`config.mk`:
```
export PLATFORM = sky130hd
export DESIGN_NAME = balance_pid
export DESIGN_NICKNAME = d
export VERILOG_FILES = /design/src/rtl/balance_pkg.sv /design/src/rtl/pid_soft_start.sv /design/src/rtl/balance_pid.sv
export SDC_FILE = /design/constraint.sdc
export NUM_CORES = 1
export LEC_CHECK = 0
export ABC_AREA = 1
export BUFFER_PORTS_ARGS = -buffer_cell sky130_fd_sc_hd__buf_2
export CORE_UTILIZATION = 38
export CTS_CLUSTER_DIAMETER = 60
export DETAILED_ROUTE_END_ITERATION = 7
export SYNTH_ARGS = -nofsm -noshare
export SYNTH_HDL_FRONTEND = slang
export SYNTH_SLANG_ARGS = --single-unit
```
`constraint.sdc`:
```
create_clock -name clk -period 3.8 [get_ports clk]
set_input_delay 0.76 -clock clk [delete_from_list [all_inputs] [get_ports clk]]
set_output_delay 0.76 -clock clk [all_outputs]
set_load 0.01 [all_outputs]
```
`src/rtl/balance_pkg.sv`:
```
`default_nettype none
// ============================================================================
// Module      : balance_pkg
// Description : Shared constants and saturation helpers for the balance-loop
//               PID controller and its soft-start counter.
// Revision    : 1.0  initial release
// ============================================================================
package balance_pkg;

  // Default proportional gain (unsigned)
  localparam logic [4:0] P_COEFF_DEF = 5'h09;

  // Datapath widths
  localparam int ERR_W = 10;  // saturated pitch error
  localparam int INT_W = 18;  // integrator
  localparam int OUT_W = 12;  // PID result
  localparam int SS_W  = 27;  // soft-start counter

  // Saturation limits
  localparam logic signed [15:0] ERR_MAX = 16'sd511;
  localparam logic signed [15:0] ERR_MIN = -16'sd512;
  localparam logic signed [15:0] OUT_MAX = 16'sd2047;
  localparam logic signed [15:0] OUT_MIN = -16'sd2048;

  // Clamp a 16-bit signed pitch into the 10-bit error range
  function automatic logic signed [ERR_W-1:0] sat_err(input logic signed [15:0] v);
    logic signed [ERR_W-1:0] r;
    if (v > ERR_MAX)      r = 10'h1FF;
    else if (v < ERR_MIN) r = 10'h200;
    else                  r = v[ERR_W-1:0];
    return r;
  endfunction

  // Clamp the 16-bit PID sum into the 12-bit output range
  function automatic logic signed [OUT_W-1:0] sat_out(input logic signed [15:0] s);
    logic signed [OUT_W-1:0] r;
    if (s > OUT_MAX)      r = 12'h7FF;
    else if (s < OUT_MIN) r = 12'h800;
    else                  r = s[OUT_W-1:0];
    return r;
  endfunction

endpackage
`default_nettype wire

```
`src/rtl/pid_soft_start.sv`:
```
`default_nettype none
// ============================================================================
// Module      : pid_soft_start
// Description : Soft-start ramp counter. Clears while power is off, counts up
//               by 1 (or 256 when fast_sim) while power is on, and sticks at
//               all-ones instead of wrapping. ss_tmr is the top 8 bits.
// Revision    : 1.0  initial release
// Ports       : clk       in   system clock
//               rst_n     in   synchronous active-low reset
//               i_pwr_up  in   level, platform enabled
//               o_ss_tmr  out  8-bit soft-start scale
// ============================================================================
module pid_soft_start
  import balance_pkg::*;
#(
  parameter bit fast_sim = 1'b1
) (
  input  logic       clk,
  input  logic       rst_n,
  input  logic       i_pwr_up,
  output logic [7:0] o_ss_tmr
);

  localparam logic [SS_W:0] c_step = fast_sim ? (SS_W+1)'(256) : (SS_W+1)'(1);

  logic [SS_W-1:0] r_cnt;
  logic [SS_W:0]   w_cnt_inc;

  // One extra bit catches the carry so the counter can pin at all-ones
  assign w_cnt_inc = {1'b0, r_cnt} + c_step;

  always_ff @(posedge clk) begin
    if (!rst_n) begin
      r_cnt <= '0;
    end else if (!i_pwr_up) begin
      r_cnt <= '0;
    end else if (w_cnt_inc[SS_W]) begin
      r_cnt <= '1;
    end else begin
      r_cnt <= w_cnt_inc[SS_W-1:0];
    end
  end

  assign o_ss_tmr = r_cnt[SS_W-1 -: 8];

endmodule
`default_nettype wire

```
`src/rtl/balance_pid.sv`:
```
`default_nettype none
// ============================================================================
// Module      : balance_pid
// Description : Two-stage balance-loop PID controller with non-wrapping
//               integrator and optional soft-start ramp.
//               Stage 1 (vld edge): saturate pitch, register error and
//               D term, update integrator.
//               Stage 2 (next edge): sum P+I+D, saturate, strobe pid_vld.
// Revision    : 1.0  initial release
// Config      : BALANCE_PID_SOFT_START_EN - when defined, builds the
//               soft-start counter; otherwise ss_tmr is tied to 8'hFF.
// Ports       : clk        in   system clock
//               rst_n      in   synchronous active-low reset
//               vld        in   one-cycle strobe for ptch / ptch_rt
//               ptch       in   16-bit signed fused pitch
//               ptch_rt    in   16-bit signed pitch rate
//               pwr_up     in   level, platform enabled
//               rider_off  in   level, clears the integrator
//               PID_cntrl  out  12-bit signed PID result (registered)
//               pid_vld    out  one-cycle strobe, PID_cntrl updated
//               ss_tmr     out  8-bit soft-start scale
// ============================================================================
module balance_pid
  import balance_pkg::*;
#(
  parameter bit         fast_sim = 1'b1,
  parameter logic [4:0] P_COEFF  = P_COEFF_DEF
) (
  input  logic        clk,
  input  logic        rst_n,
  input  logic        vld,
  input  logic [15:0] ptch,
  input  logic [15:0] ptch_rt,
  input  logic        pwr_up,
  input  logic        rider_off,
  output logic [11:0] PID_cntrl,
  output logic        pid_vld,
  output logic [7:0]  ss_tmr
);

  // Stage-1 registers
  logic                    r_s1_vld;
  logic signed [ERR_W-1:0] r_err;
  logic signed [15:0]      r_d_term;
  logic signed [INT_W-1:0] r_int;

  // Stage-2 registers
  logic                    r_pid_vld;
  logic signed [OUT_W-1:0] r_pid_cntrl;

  // Stage-1 combinational
  logic signed [ERR_W-1:0] w_err_sat;
  logic signed [INT_W-1:0] w_err_ext;
  logic signed [INT_W-1:0] w_int_sum;
  logic                    w_int_ovf;
  logic signed [15:0]      w_rt_shr;
  logic signed [15:0]      w_d_term;

  // Stage-2 combinational
  logic signed [15:0]      w_err16;
  logic signed [15:0]      w_coef16;
  logic signed [15:0]      w_p_term;
  logic signed [15:0]      w_i_term;
  logic signed [15:0]      w_sum;
  logic signed [OUT_W-1:0] w_pid_sat;

  assign w_err_sat = sat_err(ptch);
  assign w_err_ext = {{(INT_W-ERR_W){w_err_sat[ERR_W-1]}}, w_err_sat};
  assign w_int_sum = r_int + w_err_ext;

  // Same-sign addends producing an opposite-sign sum means wrap; hold instead
  assign w_int_ovf = (r_int[INT_W-1] == w_err_ext[INT_W-1]) &&
                     (w_int_sum[INT_W-1] != r_int[INT_W-1]);

  // Arithmetic shift floors; negating -512 yields +512, still fits in 16 bits
  assign w_rt_shr = $signed(ptch_rt) >>> 6;
  assign w_d_term = -w_rt_shr;

  // Gain is unsigned, so zero-extend it before the signed multiply
  assign w_err16  = {{(16-ERR_W){r_err[ERR_W-1]}}, r_err};
  assign w_coef16 = {11'd0, P_COEFF};
  assign w_p_term = w_err16 * w_coef16;

  // Integrator already holds the stage-1 update when stage 2 reads it
  assign w_i_term = {{(16-(INT_W-6)){r_int[INT_W-1]}}, r_int[INT_W-1:6]};

  assign w_sum     = w_p_term + w_i_term + r_d_term;
  assign w_pid_sat = sat_out(w_sum);

  always_ff @(posedge clk) begin
    if (!rst_n) begin
      r_s1_vld    <= 1'b0;
      r_err       <= '0;
      r_d_term    <= '0;
      r_int       <= '0;
      r_pid_vld   <= 1'b0;
      r_pid_cntrl <= '0;
    end else begin
      r_s1_vld <= vld;
      if (vld) begin
        r_err    <= w_err_sat;
        r_d_term <= w_d_term;
      end

      // rider_off wins over accumulation
      if (rider_off) begin
        r_int <= '0;
      end else if (vld && !w_int_ovf) begin
        r_int <= w_int_sum;
      end

      r_pid_vld <= r_s1_vld;
      if (r_s1_vld) begin
        r_pid_cntrl <= w_pid_sat;
      end
    end
  end

  assign PID_cntrl = r_pid_cntrl;
  assign pid_vld   = r_pid_vld;

`ifdef BALANCE_PID_SOFT_START_EN
  pid_soft_start #(
    .fast_sim (fast_sim)
  ) u_soft_start (
    .clk      (clk),
    .rst_n    (rst_n),
    .i_pwr_up (pwr_up),
    .o_ss_tmr (ss_tmr)
  );
`else
  // No ramp: full drive always; pwr_up and fast_sim have no effect here
  logic w_unused_pwr_up;
  localparam bit c_unused_fast_sim = fast_sim;
  assign w_unused_pwr_up = pwr_up;
  assign ss_tmr          = 8'hFF;
`endif

endmodule
`default_nettype wire
```
# Word level (Yosys, flattened, before mapping)
# Index checks and enable logic that the tools add are counted.
# W data, S select, Z words.
# totals
register_bits	58
out_inout_bits	21
# op_classes
n_addsub	4
n_mul	1
magnitude_cmp	4
eq_ne	2
n_mux	4
bitwise_logic	1
reduce_logical	4
# op_table
op	n
$mux W12	2
$mux W10	2
$add A18 B10 Y18	1
$add A15 B12 Y16	1
$add A16 B16 Y16	1
$gt A16 B10 Y1 const B	1
$gt A16 B12 Y1 const B	1
$lt A16 B10 Y1 const B	1
$lt A16 B12 Y1 const B	1
$neg A10 Y16	1
$mul A10 B5 Y15 const B	1
$logic_and A1 B1 Y1	2
$reduce_or A2 Y1	1
$eq A1 B1 Y1	1
$logic_not A1 Y1	1
$ne A1 B1 Y1	1
$not A1 Y1	1

# Longest topological paths before layout
# Gate-level depths: netlist of run 1.
# depth
ltp_word	8
ltp_mapped	21
ltp_nobuf	20

# Worst setup path before layout of run 1
# OpenSTA, ideal clock, no wires.
# synth_timing
kind	register -> register
start	register r_err[9]
end	register r_pid_cntrl[0] (netlist: PID_cntrl[0])
arrival_ns	3.534
required_ns	3.678
setup_slack_ns	0.145
stages_incl_launch_ff	19
path_buffers	1
synth_period_minus_slack_ns	3.655
cell_sequence	dfxtp_1 -> ha_1 -> ha_1 -> fa_1 -> inv_1 -> fa_1 -> inv_1 -> ha_1 -> nand2_1 -> inv_1 -> a21oi_1 -> nand3_1 -> nand2_1 -> nand2_1 -> nor2_1 -> nand3_1 -> a21oi_1 -> buf_2 -> a21oi_1
# synth_via
elab_chain_cells	6
word_cells_on_any_way	7
cone_classes	add/sub (2); mul (1); order compare (2); mux (2)
# synth_rtl
item	line_no	text
from (decl)	balance_pid.sv:43	logic signed [ERR_W-1:0] r_err;
from (signal assigned)	balance_pid.sv:101	r_err <= w_err_sat;
$mul A10 B5 Y15 (*)	balance_pid.sv:82	assign w_p_term = w_err16 * w_coef16;
$add A15 B12 Y16 (*)	balance_pid.sv:87	assign w_sum = w_p_term + w_i_term + r_d_term;
$add A16 B16 Y16 (*)	balance_pid.sv:87	
$lt A16 B12 Y1	balance_pkg.sv:38	else if (s < OUT_MIN) r = 12'h800;
$mux W12	balance_pkg.sv:38	
$mux W12 (*)	balance_pkg.sv:37	if (s > OUT_MAX) r = 12'h7FF;
to (signal assigned)	balance_pid.sv:114	r_pid_cntrl <= w_pid_sat;
to (decl)	balance_pid.sv:49	logic signed [OUT_W-1:0] r_pid_cntrl;
# Every way passes the cells marked *; elsewhere a longest branch is shown, timed or not.
# A chain may end at the register's enable or synchronous reset.

# Worst setup path after layout of run 1
# layout_timing
start	register r_d_term[6]
end	register r_pid_cntrl[7] (netlist: PID_cntrl[7])
# layout_via
elab_chain_cells	4
word_cells_on_any_way	5
cone_classes	add/sub (1); order compare (2); mux (2)
# layout_rtl
item	line_no	text
from (decl)	balance_pid.sv:44	logic signed [15:0] r_d_term;
from (signal assigned)	balance_pid.sv:102	r_d_term <= w_d_term;
$add A16 B16 Y16 (*)	balance_pid.sv:87	
$lt A16 B12 Y1	balance_pkg.sv:38	
$mux W12	balance_pkg.sv:38	
$mux W12 (*)	balance_pkg.sv:37	
# Marks and branches as above.

==> metrics, run 1 <==
fill count 1379; Max Cap Violations 0; ys async rst share 0%; Leak 0.00349 uW; Unique masters post-synth between 40 and 50; Worst R2R Start r_d_term[6]; power per cell area 393 mW/mm^2; Seq/Total Area, Yosys 21.7%; final wirelength about 13000 um; Std-Cell Rows 43; skew final 0.00623 ns; CTS tree done; Startpoint Class flip-flop; Sequential Power Share 26.1%; FF-to-FF path depth 22; worst path cell trace ha_4, ha_4, fa_1, inv_1, fa_1, inv_1, ha_4, nand2_2, inv_2, buf_4, nand2_2, nor2_2, nand2_2, buf_4, nand4_1, nand2_1, nor2_1, nand3_1, nand2_2, buf_6, nand2_1, a21oi_1; Crit Path Class reg2reg; reg2reg end PID_cntrl[7]; Mapped Area 0.00536 sq mm; hold_sp PID_cntrl[11]; CP required 4.07 ns; CP max stage cell fa_1; antenna diode count 0; Worst Setup EP PID_cntrl[7]; Ys Warns 0; worst-margin pin slew about 0.73 ns; sw power 925 uW; most frequent cells in the layout 129 x inv_1, 127 x nand2_1, 68 x nor2_1, 58 x a21oi_1, 51 x dfxtp_1; Wirelength per Cell 13.2 um; largest net degree at the start of global routing 34; Setup Viol. Count Final 0; first-pass GRT wire length approximately 21000 um; worst skew pair latency 0.34 ns; combinational share of power 39.7%; Switching Fraction between 30% and 40%; Vias/cell 4.77; Placeable Area 0.0138 sq mm; Post-Syn Instances around 760; Tot GR Track Use a little under a fifth; Sink Count 58; Die Y between 100 and 150 um; Critical Path AT 3.94 ns; Synth Flop Type dfxtp_1; # nets final 952; total I/O pin count between 50 and 60; clock group share of total power 34.2%; Int Power 1700 uW; VDD IR-drop max 0.000233 V; GPL Wtd Cong 0.917; post-layout util 48.3%; Routed Antenna Nets 0; die area approximately 0.015 sq mm; TritonCTS buffer count 9; Area Growth Syn to Fin 24.8%; crit share post-route between 90% and 100%; via count 4838; Post-synth EDFFs 0; most common cell after layout, fill and taps aside inv_1; share of layout cells above drive strength 1 22.2%; Hold Path Class reg2reg; status complete, no violations; 1st-pass router iterations 5; Slowest Stage Delay on Critical Path 0.54 ns; clk slew on worst S/H paths about 0.060 ns; # DRC 0; Final Hold Viols 0; CTS max path bufs 2; crit path max fanout 6; initial antenna violation count 0; total gr overflow 0; Syn Area/Cell 7.07 sq um; CP Launch Point r_d_term[6]; H-tree Lvls 3; drt initial violations 199; nature of the critical path endpoint flip-flop; dpl hpwl 9900 um; minimum clock period 3.67 ns; vias in the first global route between 4000 and 5000; Post-Route Setup TNS 0 ns; Seq cells post-synth 58; root buffer cell clkbuf_16; Crit path top cell by count nand2_2; I/O Buffers 42; Initial Util 38.7%; Peak Freq 273 MHz; die width approximately 120 um; Slew HR roughly 50%; Pins Over Slew Limit 0; reg2reg setup slack around 0.13 ns
registers in the layout (all words and copies together), names as in the netlist:
signal	cells
r_d_term	16
r_int	18
r_err	10
r_s1_vld	1
PID_cntrl	12
pid_vld	1
cell type report:
type / count / area, sq um / share of cell area (%)
multi-input combinational: 543 / 3950 / 59.0
sequential: 58 / 1170 / 17.6
inverter: 139 / 522 / 7.80
timing repair buffer: 78 / 495 / 7.41
clock buffer: 11 / 243 / 3.63
tap: 180 / 225 / 3.37
clock inverter: 5 / 77.6 / 1.16
power groups by stage:
| stage | clock network [uW] | registers (uW) | logic, uW |
|---|---|---|---|
| floorplan | 0 | 690 | 602 |
| global placement | 0 | 691 | 830 |
| detailed placement | 0 | 692 | 829 |
| CTS | 910 | 680 | 888 |
| global route | 940 | 691 | 1180 |
| finish | 896 | 685 | 1040 |
Yosys cell counts (3+ instances only):
| cell type | number | area share, % |
|---|---|---|
| nand3_1 | 30 | 2.8 |
| xor2_1 | 23 | 3.8 |
| fa_1 | 24 | 9.0 |
| nand2_1 | 144 | 10 |
| inv_1 | 135 | 9.5 |
| dfxtp_1 | 58 | 22 |
| a21o_1 | 3 | 0.42 |
| nand4_1 | 19 | 2.2 |
| o21ai_0 | 44 | 4.1 |
| nor3_1 | 7 | 0.65 |
| nand2_2 | 6 | 0.70 |
| xnor2_1 | 9 | 1.5 |
| nor2_1 | 73 | 5.1 |
| clkbuf_1 | 10 | 0.70 |
| a21oi_1 | 65 | 6.1 |
| buf_4 | 9 | 1.3 |
| a21oi_2 | 4 | 0.65 |
| ha_1 | 62 | 14 |
per-stage QoR:
stage	setup WS, ns	total power, uW	hold slack (ns)	area [sq um]	cells
6_report	0.132	2620	0.465	6690	1014
5_1_grt	-0.0890	2810	0.499	6690	1014
4_1_cts	0.00192	2480	0.467	6310	1008
3_5_place_dp	-0.0355	1520	0.459	5870	989
3_3_place_gp	-0.0189	1520	0.456	5870	989
2_1_floorplan	0.145	1290	0.443	5380	765
routing by layer:
| metal | share of wire [%] | routed length (um) | vias to the layer above | global-route usage, % |
|---|---|---|---|---|
| met5 | 0 | 0 | - | 0 |
| met4 | 3.4 | 461 | 0 | 9.49 |
| met3 | 3.8 | 509 | 26 | 3.35 |
| met2 | 44 | 5850 | 105 | 28.5 |
| met1 | 49 | 6580 | 2151 | 25.9 |
| li1 | - | - | 2556 | - |
critical path: cells and delay by family (launching register included):
kind	cells	cell delay (ns)
AO/OA/AOI/OAI	1	0.13
flip-flops	1	0.36
adder cells (fa/ha/maj)	5	1.76
buffers and inverters	6	0.55
AND/OR/NAND/NOR	10	0.80
how the worst min path moves through the flow:
stage,depth (start not counted),slack (ns),endpoint
final,2,0.46,PID_cntrl[11]
after global routing,2,0.50,r_int[4]
after CTS,2,0.47,PID_cntrl[11]
after detailed placement,2,0.46,PID_cntrl[11]
after global placement,2,0.46,r_int[0]
after floorplan,2,0.44,r_int[0]
what timing repair did:
item / in CTS / in global routing
gates resized for setup: 14 / 69
hold buffers: 0 / 0
setup buffers: 2 / 5
setup endpoints to repair: 11 / 11
gates cloned: 1 / 1
pin swaps: 4 / 29
cell families after synthesis:
| kind of cell | synth area share, % |
|---|---|
| compound gates | 12.7 |
| xor+xnor | 5.23 |
| fa+ha+maj | 23.5 |
| buf+inv | 12.5 |
| flops | 21.7 |
| other cells | 0.0700 |
| simple gates | 24.3 |
Power figures use the tool's default switching activity.
==> run 2: changes to the inputs <==
- ABC_AREA: 1 -> unset
==> run 2 against run 1 <==
Net effect:
- the run now ends with negative setup slack left
- die area decreased by 3.4%
- non-clock buffer count increased by 23
- maximum frequency decreased by 8.3%
- sequential power increased by 2%
- power decreased by 6.6%
- sequential share of layout area decreased by 0.10 points
- worst hold slack improved by 0.019 ns
- core utilization increased by 2.4 points
- via count decreased by 9.9%
- setup slack got worse by 0.33 ns
- largest cell class unchanged
==> metrics, run 2 <==
worst-margin pin slew 0.805 ns (+0.0758 ns); failing checks negative setup slack; nature of the critical path endpoint flip-flop; Area Growth Syn to Fin 30.0%; status finished with violations; worst path cell trace ha_4, ha_4, fa_1, inv_1, fa_1, inv_2, ha_4, buf_4, and2_4, o211ai_1, buf_4, nor3b_2, nor4_4, buf_4, nor4_4, a21oi_4, buf_8, o22ai_4; Post-Syn Instances 585 (-23%); dpl hpwl 9660 um (-2.5%); final wirelength 12900 um (-3.5%); vias in the first global route 4391 (-2.5%); Std-Cell Rows 42 (-2.3%); GPL Wtd Cong 0.900 (-1.9%); Unique masters post-synth 57 (+30%); top cells by count, synth 68 x inv_1, 62 x ha_1, 58 x dfxtp_1; Pins Over Slew Limit 0 (unchanged); most frequent cells in the layout 63 x inv_1, 55 x buf_4, 49 x dfxtp_1, 42 x buf_2, 41 x ha_1; Hold Path Class reg2reg; VDD IR-drop max 0.000265 V (+14%); 1st-pass router iterations 4 (-1); Largest register FFs 18 (unchanged); Post-synth EDFFs 0 (unchanged); CP max stage cell fa_1; delay-heaviest family, CP adder cells; die area 0.0141 sq mm (-3.4%); die width 119 um (-1.7%); Synth area leaders dfxtp_1 22%, ha_1 15%, fa_1 9.3%; RSZ-0062 raised after global routing yes; count leader, synth inv_1; Synth area leader dfxtp_1; Die Y 119 um (-1.7%); root buffer cell clkbuf_16; Critical Path AT 4.21 ns (+0.27 ns); largest net degree at the start of global routing 36 (+5.9%); post-layout util 50.8% (+2.4 points); clk slew on worst S/H paths 0.05 ns (about the same); total gr overflow 0 (unchanged); crit path max fanout 6 (unchanged); Finished Layout Cells 855 (-16%); # nets final 797 (-16%); Min-Delay Path Depth 2 (unchanged); Slew HR 46.3% (-4.8 points); Slowest Stage Delay on Critical Path 0.51 ns (-0.03 ns); Crit Path Class reg2reg; Wirelength per Cell 15.1 um (+14%); crit share post-route 105% (+8.8 points); Final Hold Viols 0 (unchanged); WP depth 18 (-18%); skew final 0.00688 ns (+0.000651 ns); share of layout cells above drive strength 1 29.5% (+7.3 points); Placed Cells incl. Taps 829 (-16%); Max Cap Violations 0 (unchanged); Vias/cell 5.10 (+6.9%); worst skew pair latency 0.34 ns (about the same); CTS max path bufs 2 (unchanged); Leak 0.00297 uW (-15%); Routed Antenna Nets 0 (unchanged); top-area cell type share of the netlist area 22.5% (+0.78 points); total I/O pin count 58 (unchanged); FF-to-FF path depth 18 (-18%); final worst slack -0.201 ns (-0.333 ns); H-tree Lvls 3 (unchanged); ys async rst share 0% (unchanged); initial antenna violation count 0 (unchanged); Syn Area/Cell 8.84 sq um (+25%); first-pass GRT wire length 21000 um (-1.9%); # DRC 0 (unchanged); Ys Warns 0 (unchanged); drt initial violations 111 (-44%); Startpoint Class flip-flop; Final Total Pwr 2450 uW (-6.6%); Seq/Total Area, Yosys 22.5% (+0.78 points); most flop-heavy register r_int; Initial Util 39.0% (+0.31 points); Mapped Area 0.00517 sq mm (-3.5%); most common cell after layout, fill and taps aside inv_1; Tot GR Track Use 19.0% (about the same); minimum clock period 4.00 ns (+0.333 ns); I/O Buffers 42 (unchanged); Setup Viol. Count Final 11 (+11); antenna diode count 0 (unchanged); Crit path buffers/inverters 6 (unchanged); Placeable Area 0.0132 sq mm (-4.2%); TritonCTS buffer count 9 (unchanged); Synth Flop Type dfxtp_1; Seq cells post-synth 58 (unchanged); CTS tree done; Peak Freq 250 MHz (-8.3%); via count 4361 (-9.9%); CP required 4.01 ns (-0.06 ns); Sink Count 58 (unchanged); power per cell area 365 mW/mm^2 (-7.1%)
## run 2: report_power, final
group / switching (uW) / leakage, uW / internal [uW]
Combinational: 452 / 0.00232 / 442
Sequential: 39.4 / 0.000481 / 661
Clock: 297 / 0.000160 / 560
## run 2: kinds of logic (layout without fill, tap and decap cells)
logic type      count (synthesis)  count (layout)  share of synthesized area, %
fa+ha+maj                      86              86                          24.3
other cells                     1               8                        0.0725
simple gates                  130             130                          14.8
flops                          58              58                          22.5
xor+xnor                       34              34                          5.76
mux                            19              19                          3.68
buf+inv                        98             185                          8.11
compound gates                159             159                          20.9
## run 2: what timing repair did
action	in CTS	in global routing
hold buffers	0	0
buffers inserted	6	2
setup endpoints to repair	12	12
gates resized for setup	41	19
pin swaps	22	20
cloned	2	0
## run 2: tightest hold or removal path, stage by stage (launching register included)
cell and delay, ns:
dfxtp_1 0.31, o21ai_0 0.07, a21oi_1 0.06
## run 2: area by class of cell
class / instances / area, sq um
clock buffers: 11 / 264
clock inverters: 5 / 50.0
fillers: 1244 / 6520
inverters: 68 / 255
multi-input cells: 436 / 4070
flip-flops and latches: 58 / 1170
well taps: 176 / 220
repair buffers: 101 / 694
## run 2: path summary, 6_finish.rpt
kind,endpoint,from,slack (ns)
max,PID_cntrl[9],r_err[9],-0.20
min,r_int[3],r_int[3],0.48
max reg2reg,PID_cntrl[9],r_err[9],-0.20
min reg2reg,r_int[3],r_int[3],0.48
## run 2: per-stage QoR
step	area (sq um)	setup TNS (ns)	setup slack [ns]	hold WS [ns]
finish	6720	-2.15	-0.201	0.484
floorplan	5300	-0.00196	-0.00196	0.454
detailed placement	5950	-1.77	-0.171	0.475
global placement	5950	-1.47	-0.151	0.462
CTS	6590	-1.33	-0.133	0.485
global route	6720	-3.57	-0.317	0.513
## run 2: routing by layer
layer	track usage, %	vias to the layer above	share of wire, %
met5	0	-	0
met4	5.93	0	1.8
met3	4.97	20	3.6
met2	33.2	62	51
met1	22.4	2069	44
li1	-	2210	-
